===== config.mk =====
export PLATFORM = sky130hd
export DESIGN_NAME = par2ser_stream_flat
export DESIGN_NICKNAME = d
export VERILOG_FILES = /design/src/rtl/cnn_stream_pkg.sv /design/src/rtl/par2ser_stream_if.sv /design/src/rtl/p2s_lane_mux.sv /design/src/rtl/par2ser_stream.sv /design/src/flat_wrapper.sv
export SDC_FILE = /design/constraint.sdc
export NUM_CORES = 1
export LEC_CHECK = 0
export CAP_MARGIN = 20
export CORE_MARGIN = 1
export CORE_UTILIZATION = 48
export DETAILED_ROUTE_END_ITERATION = 12
export PLACE_DENSITY_LB_ADDON = 0.15
export SLEW_MARGIN = 25
export SYNTH_ARGS = -nofsm -noshare
export SYNTH_HDL_FRONTEND = slang
export SYNTH_SLANG_ARGS = --single-unit

===== constraint.sdc =====
create_clock -name clk -period 5.8 [get_ports clk]
set_clock_uncertainty 0.15 [all_clocks]
set_input_delay 1.16 -clock clk [delete_from_list [all_inputs] [get_ports clk]]
set_output_delay 1.16 -clock clk [all_outputs]
set_load 0.02 [all_outputs]

===== src/rtl/cnn_stream_pkg.sv =====
// Shared types and helpers for the CNN stream width converters.
// Lane ordering codes and beat-count math are common to the P2S and S2P blocks.
package cnn_stream_pkg;

    localparam int LANE_WIDTH_DEFAULT = 8;
    typedef logic [LANE_WIDTH_DEFAULT-1:0] lane_t;

    localparam int LANE_ORDER_STRIDED = 0;
    localparam int LANE_ORDER_CONTIG  = 1;

    function automatic int nb_beats(input int bus_i, input int bus_o);
        return (bus_o > 0) ? (bus_i / bus_o) : 1;
    endfunction

    // Word lane carried by output lane 'lane' on beat 'beat'.
    function automatic int lane_src(input int order, input int nb, input int bus_o,
                                    input int beat, input int lane);
        return (order == LANE_ORDER_CONTIG) ? (beat * bus_o + lane) : (beat + nb * lane);
    endfunction

endpackage


===== src/rtl/par2ser_stream_if.sv =====
// Word-in / beat-out stream bundle for par2ser_stream.
// The slave modport is the converter's view; master is the surrounding logic's view.
interface par2ser_stream_if #(
    parameter int DATA_WIDTH = 8,
    parameter int BUS_NUM_I  = 8,
    parameter int BUS_NUM_O  = 1
);
    logic                  data_valid_i;
    logic                  data_ready_o;
    logic [DATA_WIDTH-1:0] data_i [BUS_NUM_I];
    logic                  data_valid_o;
    logic                  data_ready_i;
    logic [DATA_WIDTH-1:0] data_o [BUS_NUM_O];
    logic                  first_o;
    logic                  last_o;

    modport slave (
        input  data_valid_i, data_i, data_ready_i,
        output data_ready_o, data_valid_o, data_o, first_o, last_o
    );

    modport master (
        output data_valid_i, data_i, data_ready_i,
        input  data_ready_o, data_valid_o, data_o, first_o, last_o
    );
endinterface


===== src/rtl/p2s_lane_mux.sv =====
// Selects the output lanes of one beat from a held word, per lane ordering.
// Purely combinational; shared with the serial-to-parallel inverse.
module p2s_lane_mux
    import cnn_stream_pkg::*;
#(
    parameter int DATA_WIDTH = 8,
    parameter int BUS_NUM_I  = 8,
    parameter int BUS_NUM_O  = 1,
    parameter int LANE_ORDER = LANE_ORDER_STRIDED,
    parameter int BEAT_W     = 3
) (
    input  logic [DATA_WIDTH-1:0] word_i  [BUS_NUM_I],
    input  logic [BEAT_W-1:0]     beat_i,
    output logic [DATA_WIDTH-1:0] lanes_o [BUS_NUM_O]
);
    localparam int NB = nb_beats(BUS_NUM_I, BUS_NUM_O);

    // Every source index is a constant per (beat, lane): a plain select tree.
    always_comb begin
        for (int i = 0; i < BUS_NUM_O; i++) begin
            lanes_o[i] = '0;
            for (int k = 0; k < NB; k++) begin
                if (beat_i == BEAT_W'(k)) begin
                    lanes_o[i] = word_i[lane_src(LANE_ORDER, NB, BUS_NUM_O, k, i)];
                end
            end
        end
    end

endmodule


===== src/rtl/par2ser_stream.sv =====
// Parallel-to-serial converter: one BUS_NUM_I-lane word out as NB beats of BUS_NUM_O lanes.
// Latency 1 cycle to beat 0; ready stalls while beats remain, reopens on the last beat's transfer.
module par2ser_stream
    import cnn_stream_pkg::*;
#(
    parameter int DATA_WIDTH = 8,
    parameter int BUS_NUM_I  = 8,
    parameter int BUS_NUM_O  = 1,
    parameter int LANE_ORDER = LANE_ORDER_STRIDED
) (
    input  logic           clk,
    input  logic           reset,
    par2ser_stream_if.slave io
);
    localparam int NB = nb_beats(BUS_NUM_I, BUS_NUM_O);
    localparam int BW = (NB > 1) ? $clog2(NB) : 1;
    localparam logic [BW-1:0] LAST_BEAT = BW'(NB - 1);

    if (BUS_NUM_I % BUS_NUM_O != 0) begin : g_bad_ratio
        $error("par2ser_stream: BUS_NUM_I must be a multiple of BUS_NUM_O");
    end

    logic [DATA_WIDTH-1:0] word_q [BUS_NUM_I];
    logic [DATA_WIDTH-1:0] word_d [BUS_NUM_I];
    logic                  full_q, full_d;
    logic [BW-1:0]         beat_q, beat_d;
    logic                  at_last, out_xfer, in_xfer, ready;
    logic [DATA_WIDTH-1:0] lanes [BUS_NUM_O];

    always_comb begin
        at_last  = (beat_q == LAST_BEAT);
        out_xfer = full_q && io.data_ready_i;
        // Reopening on the last beat's transfer lets the next word load with no bubble.
        ready    = !full_q || (out_xfer && at_last);
        in_xfer  = io.data_valid_i && ready;

        word_d = word_q;
        full_d = full_q;
        beat_d = beat_q;
        if (in_xfer) begin
            word_d = io.data_i;
            full_d = 1'b1;
            beat_d = '0;
        end else if (out_xfer) begin
            if (at_last) begin
                full_d = 1'b0;
            end else begin
                beat_d = beat_q + BW'(1);
            end
        end
    end

    always_ff @(posedge clk) begin
        if (reset) begin
            full_q <= 1'b0;
            beat_q <= '0;
        end else begin
            full_q <= full_d;
            beat_q <= beat_d;
        end
    end

    always_ff @(posedge clk) begin
        word_q <= word_d;
    end

    p2s_lane_mux #(
        .DATA_WIDTH (DATA_WIDTH),
        .BUS_NUM_I  (BUS_NUM_I),
        .BUS_NUM_O  (BUS_NUM_O),
        .LANE_ORDER (LANE_ORDER),
        .BEAT_W     (BW)
    ) u_lane_mux (
        .word_i  (word_q),
        .beat_i  (beat_q),
        .lanes_o (lanes)
    );

    assign io.data_ready_o = ready;
    assign io.data_valid_o = full_q;
    assign io.first_o      = full_q && (beat_q == '0);
    assign io.last_o       = full_q && at_last;
    assign io.data_o       = lanes;

endmodule


===== src/flat_wrapper.sv =====
// flat-port wrapper written by rule: the top's interface ports become plain ports
module par2ser_stream_flat import cnn_stream_pkg::*;
#(
    parameter int DATA_WIDTH = 8,
    parameter int BUS_NUM_I  = 8,
    parameter int BUS_NUM_O  = 1,
    parameter int LANE_ORDER = LANE_ORDER_STRIDED
)
  (clk, reset, io_data_valid_i, io_data_i, io_data_ready_i, io_data_ready_o, io_data_valid_o, io_data_o, io_first_o, io_last_o);
  par2ser_stream_if #(.DATA_WIDTH(DATA_WIDTH), .BUS_NUM_I(BUS_NUM_I), .BUS_NUM_O(BUS_NUM_O)) io_i ();
  input  logic clk;
  input  logic reset;
  input wire logic [$bits(io_i.data_valid_i)-1:0] io_data_valid_i;
  input wire logic [$bits(io_i.data_i)-1:0] io_data_i;
  input wire logic [$bits(io_i.data_ready_i)-1:0] io_data_ready_i;
  output wire logic [$bits(io_i.data_ready_o)-1:0] io_data_ready_o;
  output wire logic [$bits(io_i.data_valid_o)-1:0] io_data_valid_o;
  output wire logic [$bits(io_i.data_o)-1:0] io_data_o;
  output wire logic [$bits(io_i.first_o)-1:0] io_first_o;
  output wire logic [$bits(io_i.last_o)-1:0] io_last_o;
  assign io_i.data_valid_i = io_data_valid_i;
  assign io_i.data_i = {>>{io_data_i}};
  assign io_i.data_ready_i = io_data_ready_i;
  assign io_data_ready_o = io_i.data_ready_o;
  assign io_data_valid_o = io_i.data_valid_o;
  assign io_data_o = {>>{io_i.data_o}};
  assign io_first_o = io_i.first_o;
  assign io_last_o = io_i.last_o;
  par2ser_stream #(.DATA_WIDTH(DATA_WIDTH), .BUS_NUM_I(BUS_NUM_I), .BUS_NUM_O(BUS_NUM_O), .LANE_ORDER(LANE_ORDER)) u_core (.clk(clk), .reset(reset), .io(io_i));
endmodule

# Word-level counts from Yosys, hierarchy flattened
# Index checks and enable logic that the tools add are counted.
# word_totals
regBits	68
# classes
bitwise	1
n_eq_ne	7
mux	11
addsub	1
reduce_logical	13
# ops
operator	n
two-way mux 8 bit	8
== test 3 bit (second input constant)	4
== test 3 x 2 -> 1 bit (second input constant)	2
logical AND 1 bit	5
AND reduction 2 bit	2
nonzero test 2 bit	2
adder 3 x 1 -> 3 bit (second input constant)	1
== test 3 x 1 -> 1 bit (second input constant)	1
zero test 3 bit	1
two-way mux 1 bit	3
OR reduction 2 bit	1
zero test 1 bit	1
logical OR 1 bit	1
inverter 1 bit	1

# Depth between registers and ports, before layout
# depth
word_depth	9
ltp_mapped	9
depth_no_buf	6

# Modules after synthesis
# A second synthesis with hierarchy kept.
# unflattened
hier_cells	117
area_unflattened_um2	2700.1
# modules_own_cells
module	seq_area_each_um2	n_inst	area_each_um2	cells_each
par2ser_stream	2001.9	1	2149.6	88
p2s_lane_mux	0.0	1	550.5	29

# Least setup slack after synthesis
# No wires, ideal clock.
# synth_timing
kind	input to register
from	in io_data_ready_i
to	reg u_core.beat_q[0]
path_slack_ns	0.611
arrival_time_ns	4.921
setup_ns	0.118
path_stages	4
cell_sequence	nand2_1 a21oi_1 or2_2 nor2_1
# synth_between
elab_chain_cells	5
elab_cells_between_ends	6
cone_classes	reduce/logical (6)
# synth_rtl
element	line_no	source
start, declared	flat_wrapper.sv:15	input wire logic [$bits(io_i.data_ready_i)-1:0] io_data_ready_i;
logical AND 1 bit (*)	par2ser_stream.sv:32	out_xfer = full_q && io.data_ready_i;
logical AND 1 bit	par2ser_stream.sv:34	ready = !full_q || (out_xfer && at_last);
logical OR 1 bit	par2ser_stream.sv:34	
logical AND 1 bit	par2ser_stream.sv:35	in_xfer = io.data_valid_i && ready;
OR reduction 2 bit (no source line)	n/a	
end signal, assigned	par2ser_stream.sv:59	beat_q <= beat_d;
end, declared	par2ser_stream.sv:26	logic [BW-1:0] beat_q, beat_d;
# Every way passes the cells marked *; elsewhere a longest branch is shown, timed or not.
# A chain may end at the register's enable or synchronous reset.

# Worst setup path after layout
# layout_timing
from	reg u_core.beat_q[0]
to	out io_data_o[4]
# layout_between
elab_chain_cells	9
elab_cells_between_ends	16
cone_classes	eq/ne (7); mux (8); reduce/logical (1)
# layout_rtl
element	line_no	source
zero test 3 bit	p2s_lane_mux.sv:23	if (beat_i == BEAT_W'(k)) begin
two-way mux 8 bit (7 in a row)	p2s_lane_mux.sv:23	
two-way mux 8 bit (*)	p2s_lane_mux.sv:23	
end, declared	flat_wrapper.sv:18	output wire logic [$bits(io_i.data_o)-1:0] io_data_o;
# Marks and branches as above.

==> out/metrics.yaml <==
logic_synthesis:
  synth-main-ff-cell: "edfxtp_1"
  syn_area_per_cell_um2: 13.3
  seq_area_frac_synth_pct: 66.9
  synth_edf_count: 64
  synth_cell_types: 33
  ys_warn_count: 0
  synth_top_cell_by_area: "edfxtp_1"
  synthMostInstantiatedCell: "edfxtp_1"
  async_reset_ff_share_pct: 0
  syn_inst: 225
  synthTopCellsByArea: "edfxtp_1 (64%), a21oi_1 (6.0%), inv_1 (3.1%)"
  synth_commonest_cells: "edfxtp_1 (64), a21oi_1 (36), inv_1 (25), nor3_1 (12), buf_2 (9)"
  netlist_area_um2: 2990
  ys_ff_latch: 68
  netlist.area_leader.share_pct: 64.3
  syn_nets: 299
finish:
  syn_to_final_growth_pct: 34.9
  drive_above_1_share_pct: 8.47
  n_fill_cell: 468
  final_nets: 376
  antenna_cells: 0
clock_network:
  cts_root_buffer: "clkbuf_8"
  clk_latency_ps: 350
  cts_hold_buf: 0
  cts_setup_buffers: 0
  cts_max_path_buffers: 2
  clk_pin_slew_ps: 70
  numCtsBuffers: 9
  cts_resized: 0
  clock-sinks: 68
  cts.htree.levels: 3
  cts_tree: "built"
setup_path:
  worstSetupEndpointType: "primary output"
  path_max_fanout: 20
  start_kind: "flop"
  cp.required_ps: 4490
  arrival_ps: 3140
  critPathKind: "reg -> out"
global_routing:
  grt_max_degree: 43
  antenna_found_initial: 0
  grt_remaining_overflow: 0
  grt_pass1_wl_um: 9430
  first_global_vias: 2009
  globalRouteTotalUtil_pct: 20.4
status:
  outcome: "finished clean"
job:
  cap_violations: 0
floorplanning:
  rows: 28
  core_area_um2: 5960
  die_y_um: 80.9
  initial_core_util_pct: 50.2
  die-area_um2: 6550
  pin_count: 80
  die_w_um: 80.9
routing:
  postRouteWirelength_um: 6260
  drt_iter0_drc: 156
  via_count: 2083
  routedWlPerCell_um: 16.4
  ant_nets: 0
  avgViaCountPerCell: 5.45
  dr.pass1.iters: 4
  drc: 0
placed_design:
  place_congestion: 0.896
  portBuffers: 79
  hpwl_um: 4210
sta:
  worst_pin_slew_ps: 976
  rsz0062_at_grt: "no"
  drv_slew: 0
  timing.setup.tns_ps: 0
  hold_violations: 0
  period_minus_slack_ps: 4450
  fmax_ghz: 0.225
  period_share_pct: 76.7
  slew_headroom_pct: 34.9
  hold_ws_ps: 441
  setup_viol: 0
min_path:
  hold_path.class: "reg -> reg"
power_and_ir_drop:
  power_leakage_nw: 1.46
  power.density_nw_per_um2: 278
  max-vdd-ir-drop_uv: 188
routing by layer:
metal / GRT usage, % / part of all wire [%]
met2: 33.3 / 49
met3: 6.29 / 6.5
met4: 11.6 / 2.7
met1: 23.9 / 42
met5: 0 / 0
where the power goes:
part	internal, mW	switching [mW]
Clock	0.240	0.181
Combinational	0.0714	0.0520
Sequential	0.568	0.00986
worst max-delay path: stages, from the launching register on:
cell             delay (ps)
dfxtp_1                 330
inv_1                   110
ha_1                    710
nor2b_2                 440
a221o_1                 200
a211oi_1                 70
nor3_1                  260
clkdlybuf4s50_1         660
layout make-up:
class	count	area (um^2)	share of cell area (%)
flip-flops and latches	68	2000	49.6
repair buffers	82	813	20.2
multi-input cells	115	812	20.1
clock buffers	9	124	3.07
inverters	26	97.6	2.42
well taps	75	93.8	2.33
clock inverters	7	90.1	2.23
layout by cell type, fill, tap and decap left out, drive strengths merged, types with 7 or more instances in the layout:
master,netlist,final
clkbuf,4,9
a31oi,7,7
inv,26,27
a22o,7,7
clkdlybuf4s50,0,79
nor3,12,12
edfxtp,64,64
a21oi,36,36
worst paths after layout:
| kind | startpoint | to | slack (ps) | depth (start not counted) |
|---|---|---|---|---|
| worst min register to register | u_core.beat_q[1] | u_core.beat_q[1] | 440 | 2 |
| worst min-delay path | u_core.beat_q[1] | u_core.beat_q[1] | 440 | 2 |
| worst max register to register | u_core.beat_q[2] | u_core.beat_q[1] | 2390 | 7 |
| worst max-delay path | u_core.beat_q[0] | io_data_o[4] | 1350 | 7 |
through the flow:
stage	instances	utilization, %	power [mW]	setup WS [ps]	instance area (um^2)
6_report	382	67.7	1.12	1350	4030
2_1_floorplan	225	-	0.641	611	2990
4_1_cts	382	67.7	1.13	1340	4030
5_1_grt	382	67.7	1.16	1180	4030
3_3_place_gp	366	64.1	0.711	1860	3820
3_5_place_dp	366	64.1	0.712	1750	3820
kinds of logic (layout without fill, tap and decap cells):
family | count (synthesis) | after routing | share of synthesized area, %
compound gates | 74 | 74 | 16.9
flops | 68 | 68 | 66.9
buf+inv | 42 | 124 | 6.28
simple gates | 33 | 33 | 6.74
fa+ha+maj | 6 | 6 | 2.51
xor+xnor | 1 | 1 | 0.293
mux | 1 | 1 | 0.335
sequential cells by signal, indices dropped and copies added (netlist names):
signal,flops
u_core.io.data_valid_o,1
u_core.beat_q,3
u_core.word_q,64
Power figures use the tool's default switching activity.
